## config.mk

```make
export PLATFORM = sky130hd
export DESIGN_NAME = mem_router
export DESIGN_NICKNAME = d
export VERILOG_FILES = /design/src/rtl/mem_router.sv
export SDC_FILE = /design/constraint.sdc
export NUM_CORES = 1
export LEC_CHECK = 0
export ABC_AREA = 0
export ABC_CLOCK_PERIOD_IN_PS = 1700
export CORE_UTILIZATION = 38
export DETAILED_ROUTE_END_ITERATION = 8
export GPL_TIMING_DRIVEN = 0
export PLACE_DENSITY = 0.81
export SYNTH_ARGS = -nofsm -noshare
export SYNTH_HDL_FRONTEND = slang
export SYNTH_SLANG_ARGS = --single-unit
```

## constraint.sdc

```tcl
create_clock -name clk -period 1.7 [get_ports clk]
set_clock_uncertainty 0.05 [all_clocks]
set_input_delay 0.17 -clock clk [delete_from_list [all_inputs] [get_ports clk]]
set_output_delay 0.17 -clock clk [all_outputs]
set_load 0.05 [all_outputs]
```

## src/rtl/mem_router.sv

```systemverilog
// CPU-side memory request router: decodes one request against NUM_TGT base/mask regions
// and runs a strobe/ack handshake to the selected target. Optional macro: MEM_ROUTER_TIMEOUT_EN.
module mem_router #(
   parameter int unsigned                NUM_TGT  = 4,
   parameter int unsigned                ADDR_W   = 32,
   parameter int unsigned                DATA_W   = 32,
   parameter logic [NUM_TGT*ADDR_W-1:0]  TGT_BASE = '0,
   parameter logic [NUM_TGT*ADDR_W-1:0]  TGT_MASK = '0,
   parameter int unsigned                TIMEOUT  = 255
) (
   input  logic                      clk,
   input  logic                      rst,
   input  logic [ADDR_W-1:0]         addr,
   input  logic [DATA_W-1:0]         data_i,
   input  logic [DATA_W/8-1:0]       be,
   input  logic                      ren,
   input  logic                      wen,
   output logic                      ack,
   output logic                      err,
   output logic [DATA_W-1:0]         data_o,
   output logic [ADDR_W-1:0]         t_addr,
   output logic [DATA_W-1:0]         t_data_i,
   output logic [DATA_W/8-1:0]       t_be,
   output logic [NUM_TGT-1:0]        t_ren,
   output logic [NUM_TGT-1:0]        t_wen,
   input  logic [NUM_TGT*DATA_W-1:0] t_data_o,
   input  logic [NUM_TGT-1:0]        t_ack
);

   localparam int unsigned BE_W  = DATA_W / 8;
   localparam int unsigned SEL_W = (NUM_TGT > 1) ? $clog2(NUM_TGT) : 1;

   typedef enum logic [1:0] {IDLE, DECODE, ACCESS, DONE} state_t;

   state_t              state_q, state_d;
   logic [ADDR_W-1:0]   addr_q, addr_d;
   logic                rd_q, rd_d;
   logic [SEL_W-1:0]    sel_q, sel_d;
   logic                ack_d, err_d;
   logic [DATA_W-1:0]   data_d, wdata_d;
   logic [ADDR_W-1:0]   off_d;
   logic [BE_W-1:0]     be_d;
   logic [NUM_TGT-1:0]  ren_d, wen_d;
   logic                hit;
   logic [SEL_W-1:0]    hit_idx;
   logic [ADDR_W-1:0]   hit_off;

`ifdef MEM_ROUTER_TIMEOUT_EN
   localparam int unsigned CNT_W = $clog2(TIMEOUT + 1);
   logic [CNT_W-1:0]    cnt_q, cnt_d, cnt_inc;
   assign cnt_inc = cnt_q + CNT_W'(1);
`endif

   // Region decode; scanning downwards lets the lowest matching index win.
   always_comb begin
      hit     = 1'b0;
      hit_idx = '0;
      hit_off = '0;
      for (int i = int'(NUM_TGT) - 1; i >= 0; i--) begin
         if ((addr_q & TGT_MASK[i*ADDR_W +: ADDR_W]) == TGT_BASE[i*ADDR_W +: ADDR_W]) begin
            hit     = 1'b1;
            hit_idx = SEL_W'(i);
            hit_off = addr_q & ~TGT_MASK[i*ADDR_W +: ADDR_W];
         end
      end
   end

   // Next state and next register values.
   always_comb begin
      state_d = state_q;
      addr_d  = addr_q;
      rd_d    = rd_q;
      sel_d   = sel_q;
      ack_d   = ack;
      err_d   = err;
      data_d  = data_o;
      off_d   = t_addr;
      wdata_d = t_data_i;
      be_d    = t_be;
      ren_d   = t_ren;
      wen_d   = t_wen;
`ifdef MEM_ROUTER_TIMEOUT_EN
      cnt_d   = cnt_q;
`endif
      case (state_q)
         IDLE: begin
            if (ren || wen) begin
               addr_d  = addr;
               wdata_d = data_i;
               be_d    = be;
               rd_d    = ren;
               state_d = DECODE;
            end
         end
         DECODE: begin
            if (hit) begin
               sel_d = hit_idx;
               off_d = hit_off;
               if (rd_q) ren_d = NUM_TGT'(1) << hit_idx;
               else      wen_d = NUM_TGT'(1) << hit_idx;
`ifdef MEM_ROUTER_TIMEOUT_EN
               cnt_d = '0;
`endif
               state_d = ACCESS;
            end else begin
               ack_d   = 1'b1;
               err_d   = 1'b1;
               data_d  = '0;
               state_d = DONE;
            end
         end
         ACCESS: begin
            if (t_ack[sel_q]) begin
               ren_d   = '0;
               wen_d   = '0;
               ack_d   = 1'b1;
               err_d   = 1'b0;
               if (rd_q) data_d = t_data_o[sel_q*DATA_W +: DATA_W];
               state_d = DONE;
            end
`ifdef MEM_ROUTER_TIMEOUT_EN
            else if (cnt_inc == CNT_W'(TIMEOUT)) begin
               ren_d   = '0;
               wen_d   = '0;
               ack_d   = 1'b1;
               err_d   = 1'b1;
               data_d  = '0;
               state_d = DONE;
            end else begin
               cnt_d = cnt_inc;
            end
`endif
         end
         DONE: begin
            if (!ren && !wen) begin
               ack_d   = 1'b0;
               err_d   = 1'b0;
               state_d = IDLE;
            end
         end
         default: state_d = IDLE;
      endcase
   end

   always_ff @(posedge clk) begin
      if (!rst) begin
         state_q  <= IDLE;
         addr_q   <= '0;
         rd_q     <= 1'b0;
         sel_q    <= '0;
         ack      <= 1'b0;
         err      <= 1'b0;
         data_o   <= '0;
         t_addr   <= '0;
         t_data_i <= '0;
         t_be     <= '0;
         t_ren    <= '0;
         t_wen    <= '0;
`ifdef MEM_ROUTER_TIMEOUT_EN
         cnt_q    <= '0;
`endif
      end else begin
         state_q  <= state_d;
         addr_q   <= addr_d;
         rd_q     <= rd_d;
         sel_q    <= sel_d;
         ack      <= ack_d;
         err      <= err_d;
         data_o   <= data_d;
         t_addr   <= off_d;
         t_data_i <= wdata_d;
         t_be     <= be_d;
         t_ren    <= ren_d;
         t_wen    <= wen_d;
`ifdef MEM_ROUTER_TIMEOUT_EN
         cnt_q    <= cnt_d;
`endif
      end
   end

endmodule

```

# Word level (Yosys, flattened, before mapping)
# Index checks and enable logic that the tools add are counted.
dict set report word_totals {
  register_bits 145
  output_inout_bits 110
  elab_cells 46
}
dict set report op_classes {
  eq_ne 8
  mux 14
  n_reduce_logical 13
}
# operator n
set op_table {}
lappend op_table {{one-hot mux 4 bit (2 select lines)} 2}
lappend op_table {{AND reduction 3 bit} 5}
lappend op_table {{2-to-1 mux 4 bit} 3}
lappend op_table {{!= test 2 bit, second input constant} 5}
lappend op_table {{one-hot mux 2 bit (4 select lines)} 1}
lappend op_table {{2-to-1 mux 2 bit} 3}
lappend op_table {{== test 2 bit, second input constant} 2}
lappend op_table {{one-hot mux 1 bit (2 select lines)} 2}
lappend op_table {{nonzero test 2 bit} 2}
lappend op_table {{2-to-1 mux 1 bit} 3}
lappend op_table {{== test 2 x 1 -> 1 bit, second input constant} 1}
lappend op_table {{zero test 1 bit} 2}
lappend op_table {{zero test 2 bit} 1}
lappend op_table {{AND reduction 2 bit} 1}
lappend op_table {{logical AND 1 bit} 1}
lappend op_table {{logical OR 1 bit} 1}

# Logic depth before layout (Yosys ltp)
dict set report logic_depth {
  depth_word 4
  depth_mapped 7
}

# Worst setup path before layout
# No wires, ideal clock.
dict set report synth_path {
  path_type {register to register}
  startpoint {register state_q[1]}
  endpoint {register t_ren[0]}
  setup_ns 0.070
  arrival_time_ns 1.371
  t_required_ns 1.580
  slack_ns 0.209
  stages_incl_launch_ff 7
  cell_sequence {dfxtp_1 > inv_1 > ha_1 > buf_2 > buf_2 > a311o_1 > a21oi_1}
}
dict set report synth_between {
  elab_chain_cells 3
  word_cells_on_any_way 7
  cone_classes {4 x eq/ne; 1 x mux; 2 x reduce/logical}
}
# element line
set synth_rtl {}
lappend synth_rtl {{start: declaration} 35} ;# state_t state_q, state_d;
lappend synth_rtl {{start signal: assignment} 163} ;# state_q <= state_d;
lappend synth_rtl {{== test 2 x 1 -> 1 bit / == test 2 bit (equally long branches)} 85} ;# case (state_q)
lappend synth_rtl {{!= test 2 bit (no line) / nonzero test 2 bit (equally long branches)} --}
lappend synth_rtl {{AND reduction 3 bit (no line)} --}
lappend synth_rtl {{end signal: assignment} 173} ;# t_ren <= ren_d;
lappend synth_rtl {{end: declaration} 24} ;# output logic [NUM_TGT-1:0] t_ren,
# Parallel ways exist; a longest one is shown, timed or not.
# A chain may end at the register's enable or synchronous reset.

# Worst setup path after layout
dict set report layout_path {
  startpoint {register state_q[1]}
  endpoint {register t_addr[0]}
}
dict set report layout_between {
  elab_chain_cells 1
}
# element line
set layout_rtl {}
lappend layout_rtl {{== test 2 x 1 -> 1 bit} 85}
lappend layout_rtl {{end signal: assignment} 154} ;# t_addr <= '0;
lappend layout_rtl {{end signal: assignment} 170} ;# t_addr <= off_d;
lappend layout_rtl {{end: declaration} 21} ;# output logic [ADDR_W-1:0] t_addr,
# No other way between the ends.

==> key figures <==
Status
  – Status: completed

Hold path
  – Hold crit path type: in -> reg
  – Hold Crit Depth: 2

Power
  – Internal power: 7.59 mW
  – Gate power share: 0.354
  – Clock network power share: 0.304
  – Switching pwr: 4.36 mW
  – VDD IR max: 0.776 mV
  – Leakage Power: 3.54 nW
  – Total Power: 12.0 mW
  – Power per cell area: 1470 nW/um^2
  – Net Sw Frac: 0.365
  – Sequential share of power: 0.342

Yosys
  – Area contributors post-synth: dfxtp_1 (52%), nand2_1 (15%), a21boi_0 (7.3%), a21boi_1 (7.0%), mux2i_1 (6.2%)
  – Synth top area share: 0.516
  – Yosys reg bits: 138
  – Synth Warn #: 0
  – Seq/Total Area, Yosys: 0.516
  – Unique masters post-synth: 31
  – Mapped Cells: 591
  – Syn Area/Cell: 9.07 um^2
  – Synthesized cell area: 5360 um^2
  – Synth area leader: dfxtp_1

GRT
  – GR Overflow Total: 0
  – Initial antenna violation count: 0
  – Largest net degree at the start of global routing: 17
  – First-pass GRT wire length: 22.1 mm
  – Vias in the first global route: 4570
  – GRT Total Usage: 0.198

Floorplan
  – Die area: 14600 um^2
  – Core area: 13800 um^2
  – Ports: 314
  – Initial core utilization: 0.387
  – Die width: 121 um
  – # rows: 43
  – Die H: 121 um

Timing
  – Max frequency: 0.630 GHz
  – Final-report setup violation count: 0
  – Max-slew violation count: 0
  – PnR worst setup slack: 0.112 ns
  – Relative slew slack: 0.633
  – Setup TNS: 0 ns
  – Final Hold Viols: 0
  – RSZ-0062 raised after global routing: yes
  – Worst-Margin Slew: 0.550 ns
  – Tmin final: 1.59 ns
  – Final worst-path cycle share: 0.934
  – Final Hold Slack: 0.111 ns

Place
  – IO Port Bufs: 206
  – Area after DPL: 7670 um^2
  – DP HPWL: 10.1 mm
  – Placed Instances: 983
  – GPL Wtd Cong: 0.744
  – Setup WS pre-CTS: -0.200 ns

Detailed routing
  – Drc violations: 0
  – Vias: 4647
  – Total Wirelength: 14.0 mm
  – Vias per cell: 4.59
  – DRT Pass-1 Iters: 5
  – Routed Antenna Nets: 0
  – DR iter-0 viols: 138
  – DR WL/cell: 13.8 um

Worst setup path
  – Critical Path AT: 1.84 ns
  – Critical-path maximum fanout: 10
  – CP required: 1.95 ns
  – CP max stage delay: 0.34 ns
  – Crit path max-delay cell type: dfxtp_2
  – Worst setup EP type: flop
  – Worst R2R Path Depth: 6
  – CP Launch Type: flop
  – Cell chain of the critical path: inv_1 -> ha_1 -> buf_2 -> buf_4 -> mux2i_1 -> nor2b_1
  – Crit Path Class: reg -> reg

Final layout
  – Area Growth Syn to Fin: 52.3%
  – Final Non-Filler Cells: 1013
  – Highest-count cells in the layout ignoring fill and taps: nand2_1 (207), dfxtp_1 (137), clkdlybuf4s50_1 (103), dlygate4sd2_1 (103), a21boi_0 (52)
  – Layout cell share with drive strength beyond 1: 0.0816
  – Design Area, Final: 8160 um^2
  – Fin util: 0.590
  – Nets: 1032
  – Commonest non-fill, non-tap cell in the layout: nand2_1
  – Ant diodes: 0

Clocking
  – CTS Sinks: 138
  – Setup bufs post-CTS: 0
  – CTS max path bufs: 2
  – Reg clk slew, reported paths: 0.06 ns
  – CTS tree: built
  – CTS Buf Count: 17
  – Root Driver: clkbuf_16
  – CTS H-Tree Depth: 4
  – Worst-Skew Late Latency: 0.41 ns
  – Hold_buf cts: 0

Run
  – Max cap viols: 0
==> area by class of cell <==
class,instances,area [um^2]
fillers,1263,5670
flip-flops and latches,138,2760
multi-input cells,410,2370
repair buffers,206,1930
clock buffers,23,458
plain buffers,47,283
well taps,180,225
clock inverters,7,119
inverters,2,7.51
==> flip-flops by register name (all words and copies together), names as in the netlist <==
| register | cells |
|---|---|
| t_wen | 1 |
| addr_q | 32 |
| t_ren | 1 |
| t_be | 4 |
| data_o | 32 |
| state_q | 2 |
| rd_q | 1 |
| t_data_i | 32 |
| t_addr | 32 |
| ack | 1 |
==> cells in the mapped netlist <==
cell and number:
o221a_2 1, nand3_1 1, dfxtp_1 138, or2_2 1, nand2_1 207, a311o_1 1
a32oi_1 1, nand2b_1 3, a21boi_1 50, nor2_1 2, conb_1 1, buf_4 14
o21ai_0 1, nor2b_1 34, a21bo_2 1, o221ai_1 1, inv_1 2, ha_1 6
a21o_1 1, a211oi_2 1, clkbuf_1 17, mux2i_1 33, and3_1 1, a21oi_1 1
buf_2 13, a21boi_0 52, o21a_2 1, o21ai_2 1, o21a_1 1, o211ai_1 1
buf_6 3
==> kinds of logic after synthesis <==
logic type               synth area share
buffers and inverters              0.0514
other                            0.000700
flip-flops                          0.516
AND/OR/NAND/NOR                     0.193
AO/OA/AOI/OAI                       0.164
multiplexers                       0.0617
adder cells (fa/ha/maj)            0.0140
==> worst max-delay path, delay by kind of cell, from the launching register on <==
kind | cells | cell delay (ns)
buf+inv | 3 | 0.66
flops | 1 | 0.34
mux | 1 | 0.22
fa+ha+maj | 1 | 0.15
simple gates | 1 | 0.06
==> metal layers <==
metal	vias up	global-route usage	part of all wire	wire length (um)
li1	2367	-	-	-
met1	2090	0.228	0.42	5930
met2	169	0.332	0.47	6620
met3	21	0.0703	0.084	1170
met4	0	0.0810	0.019	264
met5	-	0	0	0
==> power by group through the flow <==
stage	combinational [mW]	clock [mW]	sequential, mW
after floorplan	1.79	0	5.29
after global placement	4.37	0	4.14
after detailed placement	4.40	0	4.17
after CTS	4.23	3.71	4.09
after global routing	4.58	3.87	4.16
final	4.23	3.64	4.09
==> what timing repair did <==
| action | in CTS | in global routing |
|---|---|---|
| gates resized for setup | 110 | 10 |
| pin swaps | 0 | 0 |
| setup endpoints to repair | 147 | 74 |
==> path summary, 6_finish.rpt <==
kind | startpoint | end | slack, ns
min | rst | ack | 0.11
max | state_q[1] | t_addr[0] | 0.11
max reg2reg | state_q[1] | t_addr[0] | 0.11
min reg2reg | data_o[5] | data_o[5] | 0.40
Note: power is estimated with default switching activity, not from simulation.
